### src/rtl/uart_rx_ext.sv
// UART receiver with majority-vote bit sampling, optional parity, 1 or 2 stop bits,
// and a single-entry output holding register with valid/ready handshake and overrun flag.
//
// state | meaning
// IDLE  | line idle; waits for a falling edge after having seen the line high
// START | start bit; a majority of 1 means a false start
// DATA  | shifting in DATA_BITS bits, LSB first
// PAR   | parity bit (skipped when PARITY=0)
// STOP  | stop bit(s); the last decision returns to IDLE and loads the output word
module uart_rx_ext #(
  parameter int CLOCKS_PER_BIT = 256,
  parameter int DATA_BITS      = 8,
  parameter int PARITY         = 0,
  parameter int STOP_BITS      = 1
) (
  input  logic                 clk,
  input  logic                 resetn,
  input  logic                 serial_i,
  input  logic                 ready_i,
  output logic [DATA_BITS-1:0] data_o,
  output logic                 valid_o,
  output logic                 parity_err_o,
  output logic                 frame_err_o,
  output logic                 overrun_o,
  output logic                 busy_o
);

  localparam int TW = $clog2(CLOCKS_PER_BIT);
  localparam int BW = $clog2(DATA_BITS + 1);
  localparam int H  = CLOCKS_PER_BIT / 2;

  localparam logic [TW-1:0] T_PRE  = TW'(H - 1);
  localparam logic [TW-1:0] T_MID  = TW'(H);
  localparam logic [TW-1:0] T_DEC  = TW'(H + 1);
  localparam logic [TW-1:0] T_LAST = TW'(CLOCKS_PER_BIT - 1);
  localparam logic [BW-1:0] B_LAST = BW'(DATA_BITS - 1);
  localparam logic [BW-1:0] S_LAST = BW'(STOP_BITS - 1);

  typedef enum logic [2:0] {IDLE, START, DATA, PAR, STOP} state_t;

  state_t                 state;
  logic                   sync_q1, line_s;
  logic [TW-1:0]          timer;
  logic [BW-1:0]          bit_cnt;
  logic [DATA_BITS-1:0]   shreg;
  logic                   samp_a, samp_b;
  logic                   armed;
  logic                   par_err_q, frm_err_q;
  logic                   maj, dec, par_bad, stop_fe;

  always_ff @(posedge clk or negedge resetn) begin
    if (!resetn) begin
      sync_q1 <= 1'b1;
      line_s  <= 1'b1;
    end else begin
      sync_q1 <= serial_i;
      line_s  <= sync_q1;
    end
  end

  // The third vote is the live synchronised line in the decision cycle.
  assign maj     = (samp_a & samp_b) | (samp_a & line_s) | (samp_b & line_s);
  assign dec     = (state != IDLE) && (timer == T_DEC);
  assign par_bad = (PARITY == 1) ? ~(^shreg ^ maj) : (^shreg ^ maj);
  assign stop_fe = frm_err_q | ~maj;

  always_ff @(posedge clk or negedge resetn) begin
    if (!resetn) begin
      state        <= IDLE;
      timer        <= '0;
      bit_cnt      <= '0;
      shreg        <= '0;
      samp_a       <= 1'b1;
      samp_b       <= 1'b1;
      armed        <= 1'b0;
      par_err_q    <= 1'b0;
      frm_err_q    <= 1'b0;
      data_o       <= '0;
      valid_o      <= 1'b0;
      parity_err_o <= 1'b0;
      frame_err_o  <= 1'b0;
      overrun_o    <= 1'b0;
      busy_o       <= 1'b0;
    end else begin
      overrun_o <= 1'b0;
      if (valid_o && ready_i) valid_o <= 1'b0;

      if (state != IDLE) timer <= (timer == T_LAST) ? '0 : timer + 1'b1;
      if (timer == T_PRE) samp_a <= line_s;
      if (timer == T_MID) samp_b <= line_s;

      case (state)
        IDLE: begin
          timer <= '0;
          // A break leaves the line low; only a high line re-arms the detector.
          if (line_s) armed <= 1'b1;
          if (armed && !line_s) begin
            state  <= START;
            busy_o <= 1'b1;
            armed  <= 1'b0;
          end
        end
        START: begin
          if (dec) begin
            if (maj) begin
              state  <= IDLE;
              busy_o <= 1'b0;
              timer  <= '0;
            end else begin
              state   <= DATA;
              bit_cnt <= '0;
            end
          end
        end
        DATA: begin
          if (dec) begin
            shreg <= {maj, shreg[DATA_BITS-1:1]};
            if (bit_cnt == B_LAST) begin
              bit_cnt   <= '0;
              par_err_q <= 1'b0;
              frm_err_q <= 1'b0;
              state     <= (PARITY == 0) ? STOP : PAR;
            end else begin
              bit_cnt <= bit_cnt + 1'b1;
            end
          end
        end
        PAR: begin
          if (dec) begin
            par_err_q <= par_bad;
            state     <= STOP;
          end
        end
        STOP: begin
          if (dec) begin
            if (bit_cnt == S_LAST) begin
              state        <= IDLE;
              busy_o       <= 1'b0;
              timer        <= '0;
              bit_cnt      <= '0;
              data_o       <= shreg;
              parity_err_o <= par_err_q;
              frame_err_o  <= stop_fe;
              valid_o      <= 1'b1;
              overrun_o    <= valid_o & ~ready_i;
            end else begin
              frm_err_q <= stop_fe;
              bit_cnt   <= bit_cnt + 1'b1;
            end
          end
        end
        default: begin
          state  <= IDLE;
          busy_o <= 1'b0;
          timer  <= '0;
        end
      endcase
    end
  end

endmodule

### config.mk
export PLATFORM = sky130hd
export DESIGN_NAME = uart_rx_ext
export DESIGN_NICKNAME = d
export VERILOG_FILES = /design/src/rtl/uart_rx_ext.sv
export SDC_FILE = /design/constraint.sdc
export NUM_CORES = 1
export LEC_CHECK = 0
export CAP_MARGIN = 25
export CORE_MARGIN = 4
export CORE_UTILIZATION = 55
export CTS_CLUSTER_DIAMETER = 150
export DETAILED_ROUTE_END_ITERATION = 12
export HOLD_SLACK_MARGIN = 0.12
export PLACE_DENSITY = 0.73
export SLEW_MARGIN = 20
export SYNTH_ARGS = -nofsm -noshare
export SYNTH_HDL_FRONTEND = slang
export SYNTH_SLANG_ARGS = --single-unit
### constraint.sdc
create_clock -name clk -period 2.9 [get_ports clk]
set_clock_uncertainty 0.2 [all_clocks]
set_input_delay 0.435 -clock clk [delete_from_list [all_inputs] [get_ports clk]]
set_output_delay 0.435 -clock clk [all_outputs]
set_load 0.01 [all_outputs]
=== Yosys cells after proc, flatten, opt, wreduce, memory -nomap -nowiden ===
Cells that the tools add are included.

* Output and inout port bits: 13
* Logic and storage cells: 115
* Register bits after elaboration: 43
* Input bits: 4

* Eq/ne operators: 19
* Reductions and logical operators: 21
* Add/sub/neg operators: 2
* Mux-type cells: 45
* Bitwise logic cells: 11

{| class="wikitable"
|+ Operators with widths
! kind !! count
|-
| $mux W8 || 6
|-
| $eq A8 B8 Y1 const B || 3
|-
| $mux W4 || 6
|-
| $pmux W8 S3 || 1
|-
| $mux W3 || 7
|-
| $ne A2 B2 Y1 const B || 10
|-
| $mux W1 || 19
|-
| $pmux W3 S5 || 1
|-
| $pmux W4 S3 || 1
|-
| $reduce_and A5 Y1 || 2
|-
| $add A8 B1 Y8 const B || 1
|-
| $eq A8 B7 Y1 const B || 1
|-
| $reduce_xor A8 Y1 || 1
|-
| $reduce_and A7 Y1 || 1
|-
| $eq A3 B2 Y1 const B || 2
|-
| $reduce_and A6 Y1 || 1
|-
| $reduce_bool A2 Y1 || 3
|-
| $reduce_bool A3 Y1 || 2
|-
| $add A4 B1 Y4 const B || 1
|-
| $and A1 B1 Y1 || 4
|-
| $eq A4 B3 Y1 const B || 1
|-
| $logic_not A4 Y1 || 1
|-
| $pmux W1 S2 || 2
|-
| $pmux W1 S4 || 1
|-
| other kinds (13) || 20
|}

=== Longest topological paths before layout ===
Gate-level depths: netlist (run 1).

* Word-level depth: 8
* Mapped depth: 7

=== Least setup slack after synthesis (run 1) ===
No wires, ideal clock.

* Kind: register to register
* From: register timer[3]
* To: register data_o[1]
* Arrival: 1.784 ns
* Path buffers: 1
* Stages on the path, launching flop included: 6
* Required time: 2.575 ns
* Slack: 0.791 ns
* Cells stage by stage: dfrtp_1 nor4_4 nand4b_4 nor3_2 buf_4 mux2_2

* Longest elaborated chain between the ends: 3

{| class="wikitable"
|+ RTL lines
! item !! RTL line !! text
|-
| from (decl) || 43 || <nowiki>logic [TW-1:0] timer;</nowiki>
|-
| from (signal assigned) || 88 || <nowiki>if (state != IDLE) timer <= (timer == T_LAST) ? '0 : timer + 1'b1;</nowiki>
|-
| $eq A8 B8 Y1 || 63 || <nowiki>assign dec = (state != IDLE) && (timer == T_DEC);</nowiki>
|-
| $logic_and A1 B1 Y1 || 63 ||
|-
| $reduce_and A3 Y1 (no source line) || n/a ||
|-
| to (signal assigned) || 141 || <nowiki>data_o <= shreg;</nowiki>
|-
| to (decl) || 20 || <nowiki>output logic [DATA_BITS-1:0] data_o,</nowiki>
|}

Every way passes these cells.
A chain may end at the register's enable or synchronous reset.

=== Worst setup path after layout (run 1) ===
* From: register timer[3]
* To: register shreg[1]

* Longest elaborated chain between the ends: 3

{| class="wikitable"
|+ RTL lines
! item !! RTL line !! text
|-
| $eq A8 B8 Y1 || 63 ||
|-
| $logic_and A1 B1 Y1 || 63 ||
|-
| $reduce_and A2 Y1 (no source line) || n/a ||
|-
| to (signal assigned) || 117 || <nowiki>shreg <= {maj, shreg[DATA_BITS-1:1]};</nowiki>
|-
| to (decl) || 45 || <nowiki>logic [DATA_BITS-1:0] shreg;</nowiki>
|}

Every way passes these cells.

==> impl_summary.txt, run 1 <==
----------------------------------------------------
[Run status]
  Outcome ... finished, final reports clean

[Synth]
  Post-synthesis share of cell area spent on and, or, nand and nor gates ... 0.175
  FFs w/ async S/R, synth ... 1.00
  Library cells used by synthesis ... 44
  Portion of netlist area occupied by mux cells ... 0.107
  Complex-gate fraction of the synthesized area ... 0.0836
  Mean Syn Cell Area ... 11.1 um2
  Synth Area in Adders ... 0.0341
  Total nets after synthesis ... 200
  Main combinational cell family by area after synthesis ... simple AND/OR/NAND/NOR gates
  Dominant synthesized flop cell ... sky130_fd_sc_hd__dfrtp_1
  Post-synthesis instance total ... 191
  Flops & latches, synth ... 43
  Xor-xnor portion of the synthesized cell area ... 0.0577
  YS warnings ... 0
  Post-synth top area cell ... sky130_fd_sc_hd__dfrtp_1
  Synth Cell Area ... 2130 um2
  Share of Yosys cell area claimed by the top area cell type ... 0.459
  Sequential area share after synthesis ... 0.509
  Biggest area contributors in the synthesized netlist ... sky130_fd_sc_hd__dfrtp_1 (46%), sky130_fd_sc_hd__mux2_2 (5.3%), sky130_fd_sc_hd__dfstp_2 (4.9%)
  Number of enable flip-flop cells after synthesis ... 0

[Critical path]
  Setup CP Type ... reg -> reg
  CP max FO ... 9
  R2R cell count ... 4
  Crit path launch type ... register
  Arrival time at the worst endpoint ... 2.31 ns
  Crit path capture type ... register
  Critical path required time ... 2.88 ns

[Timing]
  Number of hold violations in the final report ... 0
  Min Tclk post-route ... around 2.3 ns
  Setup-failing EPs final ... 0
  Slew Limit Headroom ... 0.604
  Setup TNS after final layout ... 0 ns
  Worst hold-check slack ... 0.167 ns
  Period utilisation layout ... 0.803
  Measured slew at the worst slew-check pin ... ~0.59 ns
  Max Slew Vio Count ... 0
  Highest achievable clock rate ... between 0.4 and 0.5 GHz
  Unrepaired setup endpoints after global routing ... false

[Drt]
  Routed wire length ... between 3000 and 4000 um
  Post-detailed-route wirelength per cell ... 14.7 um
  Post-DR vias/cell ... 5.52
  Routed Antenna Nets ... 0
  Vias ... ~1400
  Initial drt markers ... 96
  Remaining routing DRC violations ... 0
  Number of detailed-route iterations in the first pass ... 4

[Cells and area]
  Net count, final ... 220
  Fill cell total of the finished layout ... around 290
  Most common cell after layout, fill and taps aside ... sky130_fd_sc_hd__dfrtp_1
  Commonest cells after routing, fill and taps aside ... sky130_fd_sc_hd__dfrtp_1 (39), sky130_fd_sc_hd__nand2_1 (17), sky130_fd_sc_hd__nor2_1 (17)
  Layout area overhead ... 14.2%
  Total inserted antenna cells ... 0
  Share of the core filled with cells ... 0.658
  Fraction of layout instances using a drive strength above 1 ... 0.165
  Final instance count without filler cells ... 260

[Clock tree]
  Max H-tree Level ... 2
  Clock sink count ... 43
  Total clock buffers created by CTS ... 5
  Clock slew at reported path FFs ... 0.08 ns
  Clock latency on the worst-skew pair ... 0.30 ns
  Master cell of the clock root buffer ... sky130_fd_sc_hd__clkbuf_8
  Maximum clock path buffer count ... 2
  CTS tree ... done

[Min path]
  Kind of path behind the tightest hold check ... reg -> reg
  Hold-critical path depth ... 0

[Pwr]
  P_int ... between 900 and 1000 uW
  Clock power share ... 0.255
  Power density relative to cell area ... 587 nW/um2
  Net Switching ... ~460 uW
  Share of total power in sequential cells ... 0.539
  Sw Ratio ... 0.321
  Cell leakage power ... 0.00113 uW
  Gate power share ... 0.206
  Worst vdd ir ... 0.449 mV
  Power, Total ... 1430 uW

[Floorplanning]
  Placeable Area ... 3690 um2
  Number of standard-cell rows in the floorplan ... 22
  Horiz. Die Dim ... 70.2 um
  Effective utilization at floorplan ... 0.576
  Area of the die ... between 4000 and 5000 um2
  Number of top-level pins ... 17
  Overall die height ... 70.2 um

[GRT]
  Remaining Overflow, GRT ... 0
  First-pass GRT wire length ... approximately 6400 um
  Antenna violations before repair ... 0
  Total routing resource utilization after global routing ... 0.165
  Number of global-route vias before repair ... 1356
  Pin count of the biggest net entering global routing ... 44

[Place]
  Cell total after placement ... 250
  Routability congestion estimate ... 0.827
  Placed wire-length estimate ... 2740 um
  Port Buffers ... 16

[Flow run]
  Maxcap violations ... 0

----------------------------------------------------
==> kinds of logic after synthesis <==
logic type               Yosys count
buffers and inverters             16
XOR/XNOR                          14
adder cells (fa/ha/maj)            6
AND/OR/NAND/NOR                   66
AO/OA/AOI/OAI                     28
flip-flops                        43
multiplexers                      18
==> layout make-up <==
class | count | area (um2) | area share
sequential | 43 | 1080 | 0.445
multi-input combinational | 132 | 973 | 0.401
timing repair buffer | 20 | 200 | 0.0824
clock buffer | 8 | 80.1 | 0.0330
tap | 48 | 60.1 | 0.0247
inverter | 9 | 33.8 | 0.0139
==> final timing paths <==
path                           from  slack (ns)        to
max                        timer[3]        0.57  shreg[1]
min                         sync_q1        0.17    line_s
max reg2reg                timer[3]        0.57  shreg[1]
min reg2reg                 sync_q1        0.17    line_s
max in group asynchronous    resetn        1.63    samp_a
min in group asynchronous    resetn        0.34  timer[4]
==> synthesized netlist by cell type (2+ instances only) <==
library cell / instances
sky130_fd_sc_hd__a21o_1: 3
sky130_fd_sc_hd__a21oi_1: 6
sky130_fd_sc_hd__a31oi_1: 2
sky130_fd_sc_hd__clkbuf_1: 5
sky130_fd_sc_hd__dfrtp_1: 39
sky130_fd_sc_hd__dfstp_2: 4
sky130_fd_sc_hd__ha_1: 5
sky130_fd_sc_hd__inv_1: 9
sky130_fd_sc_hd__mux2_2: 10
sky130_fd_sc_hd__mux2_4: 7
sky130_fd_sc_hd__nand2_1: 17
sky130_fd_sc_hd__nand2b_1: 2
sky130_fd_sc_hd__nand3_1: 3
sky130_fd_sc_hd__nand4_1: 4
sky130_fd_sc_hd__nand4b_1: 2
sky130_fd_sc_hd__nor2_1: 17
sky130_fd_sc_hd__nor2b_1: 2
sky130_fd_sc_hd__nor3_1: 5
sky130_fd_sc_hd__o21ai_0: 9
sky130_fd_sc_hd__or3_1: 4
sky130_fd_sc_hd__xnor2_1: 10
sky130_fd_sc_hd__xor2_1: 4
==> through the flow <==
step,cell area [um2],worst slack (ns)
final,2430,0.570
after global routing,2430,0.397
after CTS,2410,0.565
after detailed placement,2320,0.583
after global placement,2320,0.633
after floorplan,2130,0.791
==> layer usage <==
layer / GRT usage / part of all wire / vias up
met5: 0 / 0 / -
met3: 0.0432 / 0.035 / 4
met2: 0.239 / 0.45 / 18
met4: 0.0574 / 0.0091 / 0
met1: 0.238 / 0.50 / 717
li1: - / - / 697
==> state kept, by name (all words and copies together) (netlist names) <==
name	count
timer	8
samp_b	1
line_s	1
sync_q1	1
state	3
valid_o	1
bit_cnt	4
overrun_o	1
frm_err_q	1
shreg	8
parity_err_o	1
par_err_q	1
busy_o	1
samp_a	1
frame_err_o	1
data_o	8
armed	1
==> power groups by stage <==
stage	clock network, uW	logic, uW	registers [uW]
3_3_place_gp	0	281	772
6_report	364	294	768
3_5_place_dp	0	291	778
4_1_cts	372	294	766
2_1_floorplan	0	231	752
5_1_grt	403	337	782
==> critical path, stage by stage, from the launching register on <==
cell and delay (ns):
sky130_fd_sc_hd__dfrtp_1 0.47, sky130_fd_sc_hd__nor4_4 0.37, sky130_fd_sc_hd__nand4b_4 0.20, sky130_fd_sc_hd__or3_1 0.60, sky130_fd_sc_hd__mux2_4 0.38
==> what timing repair did <==
item / 4_1_cts / 5_1_grt
setup buffers: 0 / 0
resized for setup: 0 / 0
hold buffers: 1 / 0
hold endpoints to repair: 39 / 0
(Power assumes the default switching activity.)
==> run 2: changes to the inputs <==
CORE_UTILIZATION = 52   (was 55)
PLACE_DENSITY = 0.72   (was 0.73)
clock period = 1.9 ns   (was 2.9 ns; I/O delays follow)
==> run 2 against run 1 <==
The run now ends with negative setup slack left; combinational power rose to 2.8 times the previous value; first-iteration DRC count up 31%; worst setup slack worse by 0.78 ns; non-clock buffer count up 29; sequential share of layout area down 6.6 points; sequential power up 46%; sequential cell count unchanged; utilization up 9.3 points; via count up 12%; cell count up 11%; die area up 5.1%; routed wire length up 24%; highest routed layer unchanged.
==> impl_summary.txt, run 2 (same netlist as run 1, synthesis figures left out) <==
----------------------------------------------------
[Run status]
  Outcome ... complete, but fails checks
  Violated checks ... negative setup slack

[Timing]
  Measured slew at the worst slew-check pin ... 0.457 ns (-0.129 ns)
  Min Tclk post-route ... 2.11 ns (-0.222 ns)
  Setup-failing EPs final ... 37 (+37)
  Setup ws final ... -0.207 ns (-0.778 ns)
  Setup TNS after final layout ... -4.48 ns (-4.48 ns)
  Slew Limit Headroom ... 0.696 (+0.0914)
  Unrepaired setup endpoints after global routing ... true
  Highest achievable clock rate ... 0.475 GHz (+11%)
  Period utilisation layout ... 1.11 (+0.306)
  Max Slew Vio Count ... 0 (unchanged)
  Number of hold violations in the final report ... 0 (unchanged)

[Cells and area]
  Net count, final ... 249 (+13%)
  Most common cell after layout, fill and taps aside ... sky130_fd_sc_hd__dfrtp_1
  Fill cell total of the finished layout ... 236 (-17%)
  Fraction of layout instances using a drive strength above 1 ... 0.357 (+0.192)
  Largest registers ranked by flip-flop count ... data_o (8), shreg (8), timer (8)
  Layout area overhead ... 34.3%
  Share of the core filled with cells ... 0.752 (+0.0932)
  Total inserted antenna cells ... 0 (unchanged)
  Commonest cells after routing, fill and taps aside ... sky130_fd_sc_hd__dfrtp_1 (38), sky130_fd_sc_hd__buf_4 (24), sky130_fd_sc_hd__nand2_1 (15), sky130_fd_sc_hd__clkdlybuf4s50_1 (15), sky130_fd_sc_hd__nor2_1 (14)

[Drt]
  Post-DR vias/cell ... 5.54 (+0.37%)
  Routed Antenna Nets ... 0 (unchanged)
  Post-detailed-route wirelength per cell ... 16.5 um (+12%)
  Routed wire length ... 4770 um (+24%)
  Initial drt markers ... 126 (+31%)
  Number of detailed-route iterations in the first pass ... 4 (unchanged)
  Vias ... 1602 (+12%)
  Remaining routing DRC violations ... 0 (unchanged)

[Floorplanning]
  Number of top-level pins ... 17 (unchanged)
  Horiz. Die Dim ... 71.9 um (+2.5%)
  Effective utilization at floorplan ... 0.560 (-0.0167)
  Overall die height ... 71.9 um (+2.5%)
  Area of the die ... 5170 um2 (+5.1%)
  Number of standard-cell rows in the floorplan ... 22 (unchanged)
  Placeable Area ... 3800 um2 (+3.0%)

[Critical path]
  Arrival time at the worst endpoint ... 2.08 ns (-0.23 ns)
  Crit path capture type ... register
  Crit path launch type ... register
  Critical path required time ... 1.88 ns (-1.00 ns)
  CP max FO ... 11 (+2)
  Slack of the worst reg-to-reg path ... -0.21 ns (-0.78 ns)
  Setup CP Type ... reg -> reg

[Pwr]
  Share of total power in sequential cells ... 0.417 (-0.122)
  Net Switching ... 830 uW (+81%)
  Cell leakage power ... 0.00135 uW (+19%)
  Gate power share ... 0.311 (+0.105)
  Clock power share ... 0.272 (+0.017)
  P_int ... 1840 uW (+90%)
  Power density relative to cell area ... 936 nW/um2 (+59%)
  Power, Total ... 2670 uW (+87%)
  Sw Ratio ... 0.311 (-0.0106)
  Worst vdd ir ... 0.805 mV (+79%)

[GRT]
  Antenna violations before repair ... 0 (unchanged)
  Remaining Overflow, GRT ... 0 (unchanged)
  Total routing resource utilization after global routing ... 0.206 (+0.0411)
  First-pass GRT wire length ... 8170 um (+27%)
  Number of global-route vias before repair ... 1723 (+27%)
  Pin count of the biggest net entering global routing ... 25 (-43%)

[Clock tree]
  Master cell of the clock root buffer ... sky130_fd_sc_hd__clkbuf_8
  Clock slew at reported path FFs ... 0.08 ns (about the same)
  Clock sink count ... 43 (unchanged)
  CTS tree ... done
  Maximum clock path buffer count ... 2 (unchanged)
  Total clock buffers created by CTS ... 5 (unchanged)
  Max H-tree Level ... 2 (unchanged)
  Clock latency on the worst-skew pair ... 0.29 ns (about the same)

[Place]
  Port Buffers ... 16 (unchanged)
  Placed wire-length estimate ... 3280 um (+20%)
  Routability congestion estimate ... 0.880 (+6.3%)

[Min path]
  Kind of path behind the tightest hold check ... reg -> reg

[Flow run]
  Maxcap violations ... 0 (unchanged)

----------------------------------------------------
-- run 2: power by group through the flow --
stage                     combinational, uW  sequential [uW]  clock [uW]
after floorplan                         356             1150           0
after global placement                  647             1110           0
after detailed placement                677             1120           0
after CTS                               758             1100         751
after global routing                    915             1120         794
final                                   831             1120         726
-- run 2: path summary, 6_finish.rpt --
kind,end,start,depth (start not counted)
max in group asynchronous,bit_cnt[0],resetn,3
worst max-delay path,parity_err_o,timer[3],6
worst min-delay path,line_s,sync_q1,0
worst min register to register,line_s,sync_q1,0
worst max register to register,parity_err_o,timer[3],6
min in group asynchronous,data_o[3],resetn,2
-- run 2: timing repair --
action,4_1_cts,5_1_grt
resized for setup,19,16
setup endpoints to repair,29,37
setup buffers,5,1
pin swaps,9,3
hold buffers,1,0
hold endpoints to repair,43,0
-- run 2: through the flow --
stage | instances | hold slack (ns) | area [um2] | setup slack, ns
after global placement | 274 | 0.0553 | 2560 | -0.108
after CTS | 288 | 0.161 | 2800 | -0.130
final | 289 | 0.159 | 2860 | -0.207
after global routing | 289 | 0.169 | 2860 | -0.233
after floorplan | 191 | -0.211 | 2170 | -0.164
after detailed placement | 274 | 0.0595 | 2560 | -0.141
-- run 2: cell type report --
| class | count | area (um2) | area share |
|---|---|---|---|
| inverter | 9 | 33.8 | 0.0118 |
| timing repair buffer | 49 | 453 | 0.159 |
| clock inverter | 2 | 35.0 | 0.0123 |
| clock buffer | 6 | 82.6 | 0.0289 |
| sequential | 43 | 1080 | 0.379 |
| tap | 48 | 60.1 | 0.0210 |
| multi-input combinational | 132 | 1110 | 0.388 |
-- run 2: worst max-delay path, cell delays in order, from the launching register on --
cell and delay [ns]:
sky130_fd_sc_hd__dfrtp_1 0.45, sky130_fd_sc_hd__nor4_4 0.40, sky130_fd_sc_hd__nand4b_4 0.14, sky130_fd_sc_hd__buf_6 0.16
sky130_fd_sc_hd__nor3_4 0.14, sky130_fd_sc_hd__buf_12 0.17, sky130_fd_sc_hd__mux2_2 0.34
-- run 2: layer usage --
layer | wire (um) | share of wire | track usage
met5 | 0 | 0 | 0
met4 | 114 | 0.024 | 0.0856
met3 | 206 | 0.043 | 0.0512
met2 | 2540 | 0.53 | 0.370
met1 | 1910 | 0.40 | 0.232
